--- src/rtl/fifo_gen.sv ---
// rtl/fifo_gen.sv - parametrised button-driven FIFO with press-edge detect and slot scan display
// Optional almost-full/almost-empty flags: define FIFO_GEN_ALMOST_FLAGS_EN.
module fifo_gen #(
    parameter int WIDTH     = 4,
    parameter int DEPTH     = 8,
    parameter int SCAN_BITS = 16
`ifdef FIFO_GEN_ALMOST_FLAGS_EN
    ,
    parameter int AF_LEVEL  = DEPTH - 1,
    parameter int AE_LEVEL  = 1
`endif
) (
    input  logic                       clk,
    input  logic                       rst,
    input  logic [WIDTH-1:0]           in,
    input  logic                       enq,
    input  logic                       deq,
    output logic [WIDTH-1:0]           out,
    output logic                       full,
    output logic                       empty,
    output logic [$clog2(DEPTH):0]     count,
    output logic [$clog2(DEPTH)-1:0]   an,
    output logic [WIDTH-1:0]           seg,
`ifdef FIFO_GEN_ALMOST_FLAGS_EN
    output logic                       almost_full,
    output logic                       almost_empty,
`endif
    output logic                       disp_vld
);
    localparam int AW = $clog2(DEPTH);
    localparam logic [AW:0] FULL_CNT = (AW+1)'(DEPTH);

    logic [WIDTH-1:0]     mem_q [DEPTH];
    logic                 enq_q, enq_d, deq_q, deq_d;
    logic [AW-1:0]        rd_ptr_q, rd_ptr_d, wr_ptr_q, wr_ptr_d;
    logic [AW:0]          count_q, count_d;
    logic [WIDTH-1:0]     out_q, out_d;
    logic [SCAN_BITS-1:0] scan_q, scan_d;
    logic [AW-1:0]        an_q, an_d;
    logic                 enq_p, deq_p, do_enq, do_deq;
    logic [AW-1:0]        disp_off;

    // A full FIFO still accepts a write when a read frees the head slot in the same cycle.
    always_comb begin
        enq_p  = enq & ~enq_q;
        deq_p  = deq & ~deq_q;
        do_deq = ~rst & deq_p & (count_q != '0);
        do_enq = ~rst & enq_p & ((count_q != FULL_CNT) | do_deq);

        enq_d    = enq;
        deq_d    = deq;
        rd_ptr_d = rd_ptr_q;
        wr_ptr_d = wr_ptr_q;
        count_d  = count_q;
        out_d    = out_q;
        scan_d   = scan_q + SCAN_BITS'(1);
        an_d     = (&scan_q) ? an_q + AW'(1) : an_q;

        if (rst) begin
            rd_ptr_d = '0;
            wr_ptr_d = '0;
            count_d  = '0;
            out_d    = '0;
            scan_d   = '0;
            an_d     = '0;
        end else begin
            if (do_deq) begin
                out_d    = mem_q[rd_ptr_q];
                rd_ptr_d = rd_ptr_q + AW'(1);
            end
            if (do_enq) begin
                wr_ptr_d = wr_ptr_q + AW'(1);
            end
            case ({do_enq, do_deq})
                2'b10:   count_d = count_q + (AW+1)'(1);
                2'b01:   count_d = count_q - (AW+1)'(1);
                default: count_d = count_q;
            endcase
        end
    end

    always_ff @(posedge clk) begin
        enq_q    <= enq_d;
        deq_q    <= deq_d;
        rd_ptr_q <= rd_ptr_d;
        wr_ptr_q <= wr_ptr_d;
        count_q  <= count_d;
        out_q    <= out_d;
        scan_q   <= scan_d;
        an_q     <= an_d;
        if (do_enq) begin
            mem_q[wr_ptr_q] <= in;
        end
    end

    // Slot is valid when its distance past the head is inside the occupancy.
    assign disp_off = an_q - rd_ptr_q;
    assign out      = out_q;
    assign count    = count_q;
    assign full     = (count_q == FULL_CNT);
    assign empty    = (count_q == '0);
    assign an       = an_q;
    assign seg      = mem_q[an_q];
    assign disp_vld = full | ({1'b0, disp_off} < count_q);

`ifdef FIFO_GEN_ALMOST_FLAGS_EN
    localparam logic [AW:0] AF_CNT = (AW+1)'(AF_LEVEL);
    localparam logic [AW:0] AE_CNT = (AW+1)'(AE_LEVEL);
    assign almost_full  = (count_q >= AF_CNT);
    assign almost_empty = (count_q <= AE_CNT);
`endif
endmodule

--- config.mk ---
export PLATFORM = sky130hd
export DESIGN_NAME = fifo_gen
export DESIGN_NICKNAME = d
export VERILOG_FILES = /design/src/rtl/fifo_gen.sv
export SDC_FILE = /design/constraint.sdc
export NUM_CORES = 1
export LEC_CHECK = 0
export ABC_AREA = 0
export BUFFER_PORTS_ARGS = -buffer_cell sky130_fd_sc_hd__buf_2
export CAP_MARGIN = 10
export CORE_MARGIN = 3
export CORE_UTILIZATION = 50
export DETAILED_ROUTE_END_ITERATION = 12
export PLACE_DENSITY_LB_ADDON = 0.25
export SLEW_MARGIN = 20
export SYNTH_ARGS = -nofsm -noshare
export SYNTH_HDL_FRONTEND = slang
export SYNTH_SLANG_ARGS = --single-unit
--- constraint.sdc ---
create_clock -name clk -period 2.42 [get_ports clk]
set_clock_uncertainty 0.2 [all_clocks]
set_input_delay 0.121 -clock clk [delete_from_list [all_inputs] [get_ports clk]]
set_output_delay 0.121 -clock clk [all_outputs]
set_load 0.005 [all_outputs]
==> impl.org <==
** Clock network
- In this run, CTS created clock tree buffers numbering 9.
- Total number of clock tree sinks :: 70
- Clock slew seen by the registers of the worst setup and hold paths :: 80 ps
- In this run the deepest clock path goes through 2 buffers.
- The cell sitting at the root of the clock tree is a clkbuf_8.
- At the later pin of the worst-skew pair, clock insertion delay measures around 340 ps.
- Maximum level of the CTS H-tree :: 3
- TritonCTS clock tree :: yes

** Global routing
- Maximum number of pins on one net before global-route repair :: 32
- The number of antenna violations at the first check in global routing is 0.
- Global-route wire length before repair :: 10.3 mm
- The via count of the first global-routing pass is 2197.
- For this run the aggregate overflow at the end of global routing stands at 0.
- Global routing used a little under a fifth of the available tracks across all layers.

** Logic synthesis
- The most used flip-flop cell after synthesis is dfxtp_1.
- A synthesized cell averages 12.6 um2.
- Proportion of synthesized chip area in sequential cells :: 53.0%
- Number of enable-type register cells in the synthesized netlist :: 32
- Async S/R FF share, synth :: 0%
- After synthesis the netlist holds a flip-flop and latch count of 70.
- Yosys Warn Count :: 0
- Total nets after synthesis :: 276
- Number of distinct standard cells referenced by the synthesized netlist :: 47
- After synthesis the cells add up to 3250 um2.
- The cell count after synthesis came out at 257.

** Outcome
- Violations in the final reports :: negative setup slack
- The flow ran to the end, but the final reports show violations.

** Placement
- Instance area at placement :: 3540 um2
- Summed over all nets, the half-perimeter wirelength after detailed placement is 4.43 mm.
- Post-Place Setup Slack :: approximately 48 ps
- Routability-driven placement finished with a final weighted congestion of 0.840.
- Port Buffer Count :: 25

** Floorplan
- The core region is just over 6000 um2.
- During I/O placement, the number of pins put on the boundary was 26.
- Measured along the y axis, the die boundary spans 86.6 um.
- Measured along the x axis, the die boundary spans 86.6 um.
- The floorplan step defined a die boundary enclosing ~7500 um2.
- Effective utilization at floorplan :: 53.3%
- Std cell rows :: 28

** STA
- Tightest Pin Transition :: 934 ps
- Setup violations remaining at the end of the flow were counted as 1.
- Setup repair after global routing could not meet its margin everywhere.
- Worst hold slack across all endpoints :: between 200 and 300 ps
- Derived from the worst setup path, the maximum achievable clock frequency is 401 MHz.
- The smallest clock period supported by the final layout is computed as 2490 ps.
- Min setup slack post-route :: -72.7 ps
- The count of final max-slew check failures came to 0.
- Max-slew headroom :: 37.1%
- Final hold violation count :: 0
- The worst path uses 103% of the clock period.

** Flow run
- # Max-Cap Violations :: 0

** Finish
- Compared with the post-synthesis result, the final layout area differs by 20.2%.
- Multi-input gate area in the final layout :: between 1000 and 1500 um2
- Most frequent standard cell in the layout excluding fill and tap cells :: dfxtp_1
- In the final layout, the share of cells above drive strength 1 is roughly a third.
- The final layout contains 325 nets.
- Ant diodes :: 0
- After routing the design area is 3900 um2.
- Core Util, Final :: between 60% and 70%
- After filler insertion, the fill cell instance count of the layout stands at 486.
- Summing all flip-flop and latch instances after layout gives 1720 um2.
- Most frequent cells in the layout :: dfxtp_1 (36), edfxtp_1 (32), buf_2 (24)

** Routing
- Per-cell routed wire length :: 15.6 um
- Vias per cell :: 5.54
- After detailed routing, the total wire length is 6.01 mm.
- Remaining antenna violation count :: 0
- The detailed router finished its first iteration with 75 violations.
- Number of detailed-route iterations in the first pass :: 4
- For this block, the via count after detailed routing is 2138.
- Total DRC errors in the routed layout :: 0

** Critical path
- Required @ worst endpoint :: approximately 2100 ps
- In this run the worst path has a maximum fanout of 2.
- Arr. time, crit path :: roughly 2200 ps
- The critical path is of the reg -> out type.
- STA classifies the critical path endpoint as an output pin.
- STA classifies the critical path startpoint as a register.

** Power and ir drop
- Summed over all cells, the static leakage comes to 1.41 nW.
- Areal power density over the cells :: 662 nW/um2
- Sequential Power Share :: 49.3%
- Switching pwr :: 0.599 mW
- Internal power consumption :: between 1.5 and 2 mW
- Across the VDD grid, the largest voltage drop is ~0.49 mV.
- Total Power Consumption :: 2.58 mW
- Per report_power, the clock group accounts for 40.9% of the total.
- Switching share of total power :: 23.2%
- In this run, the combinational gates consume 9.7% of the power.

** Worst hold path
- Worst Hold Class :: in -> reg
[cell type report]
| class | count | share of cell area, % |
|---|---|---|
| clock inverter | 7 | 2.69 |
| clock buffer | 9 | 3.17 |
| tap | 75 | 2.40 |
| inverter | 12 | 1.15 |
| multi-input combinational | 164 | 38.0 |
| timing repair buffer | 49 | 8.43 |
| sequential | 70 | 44.2 |
[synthesized netlist by cell type, drive strengths merged, types with 8 or more instances]
cell type / n / area share (%)
mux4: 16 / 11
nand2: 12 / 1.4
dfxtp: 38 / 23
xnor2: 9 / 2.4
ha: 9 / 3.5
a21oi: 9 / 1.4
mux2i: 8 / 2.5
nor2: 21 / 2.4
inv: 12 / 1.4
nand3: 8 / 1.2
edfxtp: 32 / 30
[repair_timing]
item / in CTS / in global routing
hold buffers: 7 / 0
hold endpoints to repair: 36 / 0
gates resized for setup: 10 / 4
gates cloned: 0 / 0
pin swaps: 5 / 3
buffers inserted: 1 / 1
setup endpoints to repair: 1 / 10
[routing by layer]
metal / wire length (um) / global-route usage [%] / vias to the layer above
met3: 190 / 4.47 / 7
met2: 3100 / 30.5 / 31
met1: 2650 / 22.1 / 1045
li1: - / - / 1055
met4: 73 / 7.51 / 0
met5: 0 / 0 / -
[flip-flops by register name (all words and copies together) (netlist names), named ones only]
signal and flops:
out 4, wr_ptr_q 3, count 4, an 3, scan_q 16, enq_q 1
rd_ptr_q 3, mem_q 32, deq_q 1
[worst max-delay path, stage by stage, from the launching register on]
cell and delay [ps]:
dfxtp_2 330, inv_2 60, ha_4 110, inv_2 30, fa_2 340, xor2_2 150
xnor2_1 120, ha_1 280, a21oi_2 60, or2_4 220, buf_6 110
[final timing paths]
path | startpoint | end | slack, ps | cells after the start
worst max-delay path | an[0] | disp_vld | -70 | 10
worst min-delay path | enq | enq_q | 250 | 2
worst max register to register | count[2] | count[3] | 30 | 8
worst min register to register | scan_q[0] | scan_q[0] | 260 | 1
[power by group through the flow]
| stage | logic, mW | registers [mW] | clock network (mW) |
|---|---|---|---|
| floorplan | 0.132 | 1.30 | 0 |
| global placement | 0.210 | 1.30 | 0 |
| detailed placement | 0.215 | 1.30 | 0 |
| CTS | 0.243 | 1.27 | 1.08 |
| global route | 0.279 | 1.28 | 1.16 |
| finish | 0.252 | 1.27 | 1.06 |
[metrics by stage]
step	instances	setup TNS, ps
after floorplan	257	0
after global placement	361	0
after detailed placement	361	0
after CTS	385	-100
after global routing	386	-222
final	386	-72.7
[cells by family (layout without fill, tap and decap cells)]
| group | after synthesis | in the layout | synth area share (%) |
|---|---|---|---|
| XOR/XNOR | 16 | 16 | 4.31 |
| AO/OA/AOI/OAI | 31 | 31 | 6.66 |
| adder cells (fa/ha/maj) | 11 | 11 | 4.70 |
| multiplexers | 28 | 28 | 14.9 |
| buffers and inverters | 23 | 77 | 2.81 |
| flip-flops | 70 | 70 | 53.0 |
| AND/OR/NAND/NOR | 78 | 78 | 13.6 |
Note: power is estimated with default switching activity, not from simulation.
